==> src/rtl/i2c_arb_pkg.sv <==
// Shared types and constants for the two-requester I2C command arbiter.
package i2c_arb_pkg;

  localparam int ADDR_W = 16;
  localparam int DATA_W = 8;
  localparam int NREQ   = 2;

  localparam logic [15:0] TIMEOUT_DEF = 16'd65535;

  localparam logic [2:0] ST_IDLE  = 3'd0;
  localparam logic [2:0] ST_GRANT = 3'd1;
  localparam logic [2:0] ST_EXEC  = 3'd2;
  localparam logic [2:0] ST_WAIT  = 3'd3;
  localparam logic [2:0] ST_RESP  = 3'd4;

  typedef enum logic [2:0] {
    S_IDLE  = ST_IDLE,
    S_GRANT = ST_GRANT,
    S_EXEC  = ST_EXEC,
    S_WAIT  = ST_WAIT,
    S_RESP  = ST_RESP
  } arb_state_e;

endpackage

==> src/rtl/i2c_req_arbiter_rr_arb2.sv <==
// Two-way round-robin picker; ptr holds the last granted index and therefore
// the owner of the transaction in flight.
module rr_arb2
  import i2c_arb_pkg::*;
(
  input  logic            clk,
  input  logic            rst_n,
  input  logic [NREQ-1:0] valid,
  input  logic            update,
  output logic            grant,
  output logic            ptr
);

  logic ptr_q;
  logic ptr_d;

  always_comb begin
    grant = 1'b0;
    if (valid == 2'b11) begin
      grant = ~ptr_q;
    end else if (valid[1]) begin
      grant = 1'b1;
    end
  end

  always_comb begin
    ptr_d = ptr_q;
    if (update) begin
      ptr_d = grant;
    end
  end

  // Reset to "requester 1 went last" so requester 0 takes the first tie.
  always_ff @(posedge clk or negedge rst_n) begin
    if (!rst_n) begin
      ptr_q <= 1'b1;
    end else begin
      ptr_q <= ptr_d;
    end
  end

  assign ptr = ptr_q;

endmodule

==> src/rtl/i2c_req_arbiter.sv <==
// Shares one I2C driver command port between two requesters: round-robin grant,
// single exec pulse, bounded wait for done, then a completion pulse to the owner.
//
// state   | meaning
// IDLE    | no transaction; sample req_valid
// GRANT   | req_ready to winner, winner fields already on i2c_*
// EXEC    | one-cycle i2c_exec to the driver
// WAIT    | count cycles until i2c_done or timeout
// RESP    | rsp_valid to owner, account error, back to IDLE
module i2c_req_arbiter
  import i2c_arb_pkg::*;
#(
  parameter logic [15:0] TIMEOUT_CYC = TIMEOUT_DEF
) (
  input  logic                   clk,
  input  logic                   rst_n,
  input  logic [NREQ-1:0]        req_valid,
  output logic [NREQ-1:0]        req_ready,
  input  logic [NREQ-1:0]        req_rh_wl,
  input  logic [NREQ-1:0]        req_bit_ctrl,
  input  logic [NREQ*ADDR_W-1:0] req_addr,
  input  logic [NREQ*DATA_W-1:0] req_wdata,
  output logic [NREQ-1:0]        rsp_valid,
  output logic [DATA_W-1:0]      rsp_rdata,
  output logic                   rsp_err,
  output logic                   busy,
  output logic [7:0]             err_cnt,
  output logic                   i2c_exec,
  output logic                   i2c_rh_wl,
  output logic                   i2c_bit_ctrl,
  output logic [ADDR_W-1:0]      i2c_addr,
  output logic [DATA_W-1:0]      i2c_data_w,
  input  logic                   i2c_done,
  input  logic                   i2c_ack,
  input  logic [DATA_W-1:0]      i2c_data_r
);

  arb_state_e        state_q, state_d;
  logic [15:0]       cnt_q, cnt_d;
  logic [NREQ-1:0]   req_ready_q, req_ready_d;
  logic [NREQ-1:0]   rsp_valid_q, rsp_valid_d;
  logic [DATA_W-1:0] rsp_rdata_q, rsp_rdata_d;
  logic              rsp_err_q, rsp_err_d;
  logic              busy_q, busy_d;
  logic [7:0]        err_cnt_q, err_cnt_d;
  logic              i2c_exec_q, i2c_exec_d;
  logic              i2c_rh_wl_q, i2c_rh_wl_d;
  logic              i2c_bit_ctrl_q, i2c_bit_ctrl_d;
  logic [ADDR_W-1:0] i2c_addr_q, i2c_addr_d;
  logic [DATA_W-1:0] i2c_data_w_q, i2c_data_w_d;

  logic              rr_grant;
  logic              rr_ptr;
  logic              rr_update;
  logic [NREQ-1:0]   owner_oh;

  rr_arb2 u_rr (
    .clk    (clk),
    .rst_n  (rst_n),
    .valid  (req_valid),
    .update (rr_update),
    .grant  (rr_grant),
    .ptr    (rr_ptr)
  );

  // The pointer only moves on a grant, so it names the owner until the next one.
  assign owner_oh = rr_ptr ? 2'b10 : 2'b01;

  always_comb begin
    state_d        = state_q;
    cnt_d          = cnt_q;
    req_ready_d    = '0;
    rsp_valid_d    = '0;
    rsp_rdata_d    = rsp_rdata_q;
    rsp_err_d      = rsp_err_q;
    err_cnt_d      = err_cnt_q;
    i2c_exec_d     = 1'b0;
    i2c_rh_wl_d    = i2c_rh_wl_q;
    i2c_bit_ctrl_d = i2c_bit_ctrl_q;
    i2c_addr_d     = i2c_addr_q;
    i2c_data_w_d   = i2c_data_w_q;
    rr_update      = 1'b0;

    case (state_q)
      S_IDLE: begin
        if (|req_valid) begin
          state_d        = S_GRANT;
          rr_update      = 1'b1;
          req_ready_d    = rr_grant ? 2'b10 : 2'b01;
          i2c_rh_wl_d    = req_rh_wl[rr_grant];
          i2c_bit_ctrl_d = req_bit_ctrl[rr_grant];
          i2c_addr_d     = rr_grant ? req_addr[2*ADDR_W-1:ADDR_W] : req_addr[ADDR_W-1:0];
          i2c_data_w_d   = rr_grant ? req_wdata[2*DATA_W-1:DATA_W] : req_wdata[DATA_W-1:0];
        end
      end
      S_GRANT: begin
        state_d    = S_EXEC;
        i2c_exec_d = 1'b1;
      end
      S_EXEC: begin
        state_d = S_WAIT;
        cnt_d   = '0;
      end
      S_WAIT: begin
        cnt_d = cnt_q + 16'd1;
        // done wins over a timeout landing on the same cycle
        if (i2c_done) begin
          state_d     = S_RESP;
          rsp_valid_d = owner_oh;
          rsp_err_d   = i2c_ack;
          rsp_rdata_d = i2c_rh_wl_q ? i2c_data_r : 8'h00;
        end else if (cnt_q == TIMEOUT_CYC - 16'd1) begin
          state_d     = S_RESP;
          rsp_valid_d = owner_oh;
          rsp_err_d   = 1'b1;
          rsp_rdata_d = 8'h00;
        end
      end
      S_RESP: begin
        state_d = S_IDLE;
        if (rsp_err_q && (err_cnt_q != 8'hFF)) begin
          err_cnt_d = err_cnt_q + 8'd1;
        end
      end
      default: begin
        state_d = S_IDLE;
      end
    endcase

    busy_d = (state_d != S_IDLE);
  end

  always_ff @(posedge clk or negedge rst_n) begin
    if (!rst_n) begin
      state_q        <= S_IDLE;
      cnt_q          <= '0;
      req_ready_q    <= '0;
      rsp_valid_q    <= '0;
      rsp_rdata_q    <= '0;
      rsp_err_q      <= 1'b0;
      busy_q         <= 1'b0;
      err_cnt_q      <= '0;
      i2c_exec_q     <= 1'b0;
      i2c_rh_wl_q    <= 1'b0;
      i2c_bit_ctrl_q <= 1'b0;
      i2c_addr_q     <= '0;
      i2c_data_w_q   <= '0;
    end else begin
      state_q        <= state_d;
      cnt_q          <= cnt_d;
      req_ready_q    <= req_ready_d;
      rsp_valid_q    <= rsp_valid_d;
      rsp_rdata_q    <= rsp_rdata_d;
      rsp_err_q      <= rsp_err_d;
      busy_q         <= busy_d;
      err_cnt_q      <= err_cnt_d;
      i2c_exec_q     <= i2c_exec_d;
      i2c_rh_wl_q    <= i2c_rh_wl_d;
      i2c_bit_ctrl_q <= i2c_bit_ctrl_d;
      i2c_addr_q     <= i2c_addr_d;
      i2c_data_w_q   <= i2c_data_w_d;
    end
  end

  assign req_ready    = req_ready_q;
  assign rsp_valid    = rsp_valid_q;
  assign rsp_rdata    = rsp_rdata_q;
  assign rsp_err      = rsp_err_q;
  assign busy         = busy_q;
  assign err_cnt      = err_cnt_q;
  assign i2c_exec     = i2c_exec_q;
  assign i2c_rh_wl    = i2c_rh_wl_q;
  assign i2c_bit_ctrl = i2c_bit_ctrl_q;
  assign i2c_addr     = i2c_addr_q;
  assign i2c_data_w   = i2c_data_w_q;

endmodule

==> config.mk <==
export PLATFORM = sky130hd
export DESIGN_NAME = i2c_req_arbiter
export DESIGN_NICKNAME = d
export VERILOG_FILES = /design/src/rtl/i2c_arb_pkg.sv /design/src/rtl/i2c_req_arbiter_rr_arb2.sv /design/src/rtl/i2c_req_arbiter.sv
export SDC_FILE = /design/constraint.sdc
export NUM_CORES = 1
export LEC_CHECK = 0
export ABC_AREA = 1
export CORE_MARGIN = 3
export CORE_UTILIZATION = 40
export CTS_BUF_LIST = sky130_fd_sc_hd__clkbuf_4 sky130_fd_sc_hd__clkbuf_8
export CTS_CLUSTER_SIZE = 25
export DETAILED_ROUTE_END_ITERATION = 10
export GPL_TIMING_DRIVEN = 0
export PLACE_DENSITY = 0.83
export SLEW_MARGIN = 10
export SYNTH_ARGS = -nofsm -noshare
export SYNTH_HDL_FRONTEND = slang
export SYNTH_SLANG_ARGS = --single-unit
==> constraint.sdc <==
create_clock -name clk -period 2.5 [get_ports clk]
set_clock_uncertainty 0.2 [all_clocks]
set_input_delay 0.375 -clock clk [delete_from_list [all_inputs] [get_ports clk]]
set_output_delay 0.375 -clock clk [all_outputs]
set_load 0.01 [all_outputs]
==> results of run 1 <==
cell usage in the layout, fill, tap and decap left out, types with 3 or more instances in the layout:
cell and count:
nand3_1 45, clkbuf_8 10, nor3_1 5, clkbuf_1 3, nand4_1 12, o21ai_0 10
clkdlybuf4s50_1 112, xor2_1 5, dfrtp_1 68, a21oi_1 3, ha_1 3, nand2_1 164
buf_2 5, inv_1 22, o21bai_1 3, nor2_1 37
repair_timing:
action                    4_1_cts  5_1_grt
hold endpoints to repair       19        0
hold buffers                    1        0
buffers inserted                0        0
cell families (layout without fill, tap and decap cells):
kind of cell	count (synthesis)	in the layout	synth area share, %
flip-flops	69	69	52.7
adder cells (fa/ha/maj)	3	3	1.15
AO/OA/AOI/OAI	20	20	3.74
AND/OR/NAND/NOR	275	275	35.8
XOR/XNOR	7	7	1.87
buffers and inverters	35	166	4.73
routing by layer:
layer	routed length [um]	global-route usage, %	vias up
met5	0	0	-
met3	609	6.35	13
met2	4390	32.7	106
met1	3480	22.4	1458
met4	154	7.24	0
li1	-	-	1558
sequential cells by signal, indices dropped and copies added, names as in the netlist, 2 cells and up:
register	cells
rsp_rdata	8
cnt_q	16
err_cnt	8
req_ready	2
i2c_addr	16
i2c_data_w	8
state_q	3
rsp_valid	2
per-stage QoR:
step | std cells | worst slack (ns)
final | 642 | 0.539
after global routing | 642 | 0.378
after CTS | 642 | 0.523
after detailed placement | 625 | 0.261
after global placement | 624 | -1.45
after floorplan | 409 | 0.835
power groups by stage:
stage / Combinational, W / Sequential [W] / Clock (W)
2_1_floorplan: 0.000758 / 0.00186 / 0
3_5_place_dp: 0.00191 / 0.00175 / 0
3_3_place_gp: 0.00186 / 0.00173 / 0
5_1_grt: 0.00209 / 0.00177 / 0.00110
6_report: 0.00189 / 0.00173 / 0.00103
4_1_cts: 0.00192 / 0.00173 / 0.00105
worst paths after layout:
kind / slack, ns / from / end
worst max-delay path: 0.54 / err_cnt[2]$_DFFE_PN0P_ / err_cnt[2]
worst min-delay path: 0.24 / i2c_done / rsp_rdata[1]$_DFFE_PN0P_
worst max register to register: 0.60 / cnt_q[0]$_DFFE_PN0P_ / rsp_rdata[3]$_DFFE_PN0P_
worst min register to register: 0.28 / rsp_rdata[6]$_DFFE_PN0P_ / rsp_rdata[6]$_DFFE_PN0P_
max in group asynchronous: 1.25 / rst_n / u_rr.ptr$_DFFE_PN1P_
min in group asynchronous: 0.26 / rst_n / cnt_q[11]$_DFFE_PN0P_
layout make-up:
cell class,instances,area share [%]
timing repair buffer,115,24.3
tap,102,2.66
sequential,69,36.0
inverter,25,2.01
clock buffer,11,3.02
clock inverter,5,1.72
buffer,10,1.23
multi-input combinational,305,29.0
==> flow_summary.ini, run 1 <==
[grt]
grt_usage_pct = 19.2
grt_pass1_vias = 3124
grt_pass1_wl_um = 13900
grt_max_degree = 51
grt-ovfl-total = 0
antenna_found_initial = 0

[sta]
slew_headroom_pct = 69.8
finalSetupViolCount = 0
fmax_ghz = 0.510
tightest_slew_ns = 0.453
timing.final.crit_share_pct = 78.4
rsz0062_at_grt = no
fin_hold_ws_ns = 0.236
hold_viol = 0
slew_viol_final = 0
setup-tns-final_ns = 0
layout_min_cycle_time_ns = 1.96

[critical_path]
cp_cell_sequence = clkdlybuf4s50_1
critPathMaxStageDelay_ns = 0.58
cp_max_fo = 6
critPathKind = flop to output port
worstSetupPathDepth = 1
crit_required_ns = 1.92
crit_slowest_cell = clkdlybuf4s50_1
arrival_ns = 1.39
critPathLaunchType = flop
worstSetupEndpointType = output port
cp_num_buf_inv = 1
reg2reg_depth = 10
crit_family = buffers and inverters

[synth]
synth.distinct_cells = 31
syn_inst = 409
synth-main-ff-cell = dfrtp_1
synth.top_cell.area_share_pct = 51.9
synth-edff-count = 0
synth.most_common_cell = nand2_1
yosys_warnings = 0
synth.area.top_cells = dfrtp_1 (52%), nand2_1 (19%), nand3_1 (6.9%), nor2_1 (4.2%), inv_1 (2.5%)
seq_area_frac_synth_pct = 52.7
syn-mean-instance-area_um2 = 8.01
ys_ff_latch = 69
synth_area_mm2 = 0.00328
synth_commonest_cells = nand2_1 (164), dfrtp_1 (68), nand3_1 (45)
syn-num-nets = 478
synthArstFlopShare_pct = 100
yosysTopAreaCell = dfrtp_1

[routing]
ant_nets = 0
wl_per_cell_um = 13.4
dr_total_vias = 3135
first_pass_iters = 4
drt_iter0_markers = 102
drc = 0
drt-total-wl_um = 8630
avgViaCountPerCell = 4.88

[die]
row_count = 32
coreArea_mm2 = 0.00785
dieArea_mm2 = 0.00931
top_level_ports = 115
start_util_pct = 41.8
die_y_um = 96.5
die_width_um = 96.5

[job]
drv_cap = 0

[finish]
layout.area.seq_mm2 = 0.00173
drive_gt1_share_pct = 7.04
antenna_cells = 0
final_nets = 604
fillers = 692
design_area_mm2 = 0.00480
area_delta_synth_final_pct = 46.4
multi_input_area_mm2 = 0.00139
fin_util_pct = 61.1

[clock_network]
htreeDepth = 3
cts-root-buf = clkbuf_8
path_clk_slew_ns = 0.08
cts_resized = 0
clkSinkCount = 69
cts_buffers = 9
tritoncts = built
insertion_delay_ns = 0.35
clock_path_buffers = 2

[place]
portBuffers = 113
dp_hpwl_um = 6510
dpl_cell_area_mm2 = 0.00456
gp_congestion = 0.941

[power]
vdd_drop_max_uv = 514
leakage_nw = 2.17
switching_share_pct = 34.9
internal-power_w = 0.00303
comb_power_share_pct = 40.6
power_frac_seq_pct = 37.2
p_sw_w = 0.00162
p_clk_share_pct = 22.2
power_w = 0.00465
power_density_mw_per_mm2 = 969

[min_path]
min_path_type = input pin to flop
min_path_cells = 3

[outcome]
status = complete, no violations
Note: power is estimated with default switching activity, not from simulation.
==> run 2, diff against run 1 <==
==> constraint.sdc (replaced) <==
create_clock -name clk -period 2 [get_ports clk]
set_clock_uncertainty 0.2 [all_clocks]
set_input_delay 0.3 -clock clk [delete_from_list [all_inputs] [get_ports clk]]
set_output_delay 0.3 -clock clk [all_outputs]
set_load 0.01 [all_outputs]
==> run 2 against run 1 <==
Net effect:
- utilization rose by 0.080 points
- critical path depth stayed put
- worst hold slack got worse by 0.068 ns
- clock power increased by 25%
- critical path type unchanged
- global-route usage is the same
- first-iteration DRC count is 24% higher
- wire length up 0.26%
- setup slack worse by 0.42 ns
==> flow_summary.ini, run 2 (same netlist as run 1, synthesis figures left out) <==
[clock_network]
htreeDepth = 3
cts_setup_buffers = 0
cts-root-buf = clkbuf_8
clock_path_buffers = 2
path_clk_slew_ns = 0.08
clkSinkCount = 69
insertion_delay_ns = 0.34
tritoncts = built
cts_buffers = 9

[finish]
final_cells = 642
area_delta_synth_final_pct = 46.6
fin_util_pct = 61.2
final_nets = 604
layout_common_cells = nand2_1 (164), clkdlybuf4s50_1 (112), dfrtp_1 (68)
design_area_mm2 = 0.00480
drive_gt1_share_pct = 7.41
antenna_cells = 0
final_common_cell = nand2_1

[die]
start_util_pct = 41.8
dieArea_mm2 = 0.00931
die_y_um = 96.5
die_width_um = 96.5
coreArea_mm2 = 0.00785
row_count = 32
top_level_ports = 115

[grt]
antenna_found_initial = 0
grt_pass1_vias = 3124
grt_max_degree = 51
grt_pass1_wl_um = 13900
grt-ovfl-total = 0
grt_usage_pct = 19.2

[critical_path]
critPathMaxStageDelay_ns = 0.58
cp_cell_sequence = clkdlybuf4s50_1
critPathKind = flop to output port
crit_family = buffers and inverters
critPathLaunchType = flop
arrival_ns = 1.39
crit_slowest_cell = clkdlybuf4s50_1
cp_max_fo = 6
cp_num_buf_inv = 1
crit_required_ns = 1.50
worstSetupEndpointType = output port

[routing]
first_pass_iters = 4
drt_iter0_markers = 126
dr_total_vias = 3115
drt-total-wl_um = 8650
ant_nets = 0
wl_per_cell_um = 13.5
drc = 0
avgViaCountPerCell = 4.85

[sta]
slew_viol_final = 0
fmax_ghz = 0.530
setup-tns-final_ns = 0
finalSetupViolCount = 0
slew_headroom_pct = 70.0
tightest_slew_ns = 0.449
hold_viol = 0
layout_min_cycle_time_ns = 1.89
timing.final.crit_share_pct = 94.3

[power]
vdd_drop_max_uv = 642
leakage_nw = 2.17
power_w = 0.00582
power_density_mw_per_mm2 = 1210

[place]
dp_hpwl_um = 6510
portBuffers = 113
dp.cells = 625
dpl_cell_area_mm2 = 0.00456
gp_congestion = 0.941

[outcome]
status = complete, no violations

[job]
drv_cap = 0

[min_path]
min_path_type = input pin to flop
[run 2: changes by cell type in the layout (fill, tap and decap cells not counted)]
cell     before  now
o21ai_2       0    1
buf_2         5    4
o21ai_1       1    0
inv_1        22   21
buf_4         1    2
inv_2         2    3
[run 2: area by class of cell]
class / instances / area, um2
clock inverters: 5 / 82.6
flip-flops and latches: 69 / 1730
well taps: 102 / 128
plain buffers: 10 / 61.3
multi-input cells: 305 / 1400
repair buffers: 115 / 1170
inverters: 25 / 96.3
clock buffers: 11 / 145
fillers: 692 / 3040
[run 2: power by group]
group          internal [W]  leakage [nW]  total (W)  switching (W)
registers           0.00186         0.892    0.00217       0.000302
logic               0.00117          1.16    0.00236        0.00120
clock network      0.000755         0.117    0.00129       0.000535
[run 2: path summary, 6_finish.rpt]
kind	slack (ns)	depth (start not counted)	from	end
min in group asynchronous	0.19	2	rst_n	cnt_q[11]$_DFFE_PN0P_
setup reg to reg	0.19	10	cnt_q[0]$_DFFE_PN0P_	rsp_rdata[3]$_DFFE_PN0P_
hold reg to reg	0.28	2	rsp_rdata[6]$_DFFE_PN0P_	rsp_rdata[6]$_DFFE_PN0P_
setup / recovery	0.11	1	err_cnt[2]$_DFFE_PN0P_	err_cnt[2]
hold / removal	0.17	3	i2c_done	rsp_rdata[1]$_DFFE_PN0P_
max in group asynchronous	0.83	3	rst_n	u_rr.ptr$_DFFE_PN1P_
[run 2: routing by layer]
| layer | up-vias | share of wire, % | GRT usage [%] |
|---|---|---|---|
| met4 | 0 | 1.7 | 7.24 |
| met5 | - | 0 | 0 |
| met2 | 86 | 51 | 32.7 |
| met1 | 1457 | 41 | 22.4 |
| met3 | 13 | 6.5 | 6.35 |
| li1 | 1559 | - | - |
[run 2: repair_timing]
action,CTS,global route
endpoints found under the hold margin,68,0
endpoints found under the setup margin,0,10
hold buffers,1,0
gates resized for setup,0,4
[run 2: metrics by stage]
| step | hold slack, ns | setup slack, ns |
|---|---|---|
| floorplan | -0.196 | 0.335 |
| global placement | 0.255 | -1.88 |
| detailed placement | 0.00691 | -0.164 |
| CTS | 0.157 | 0.0867 |
| global route | 0.181 | -0.0102 |
| finish | 0.167 | 0.114 |
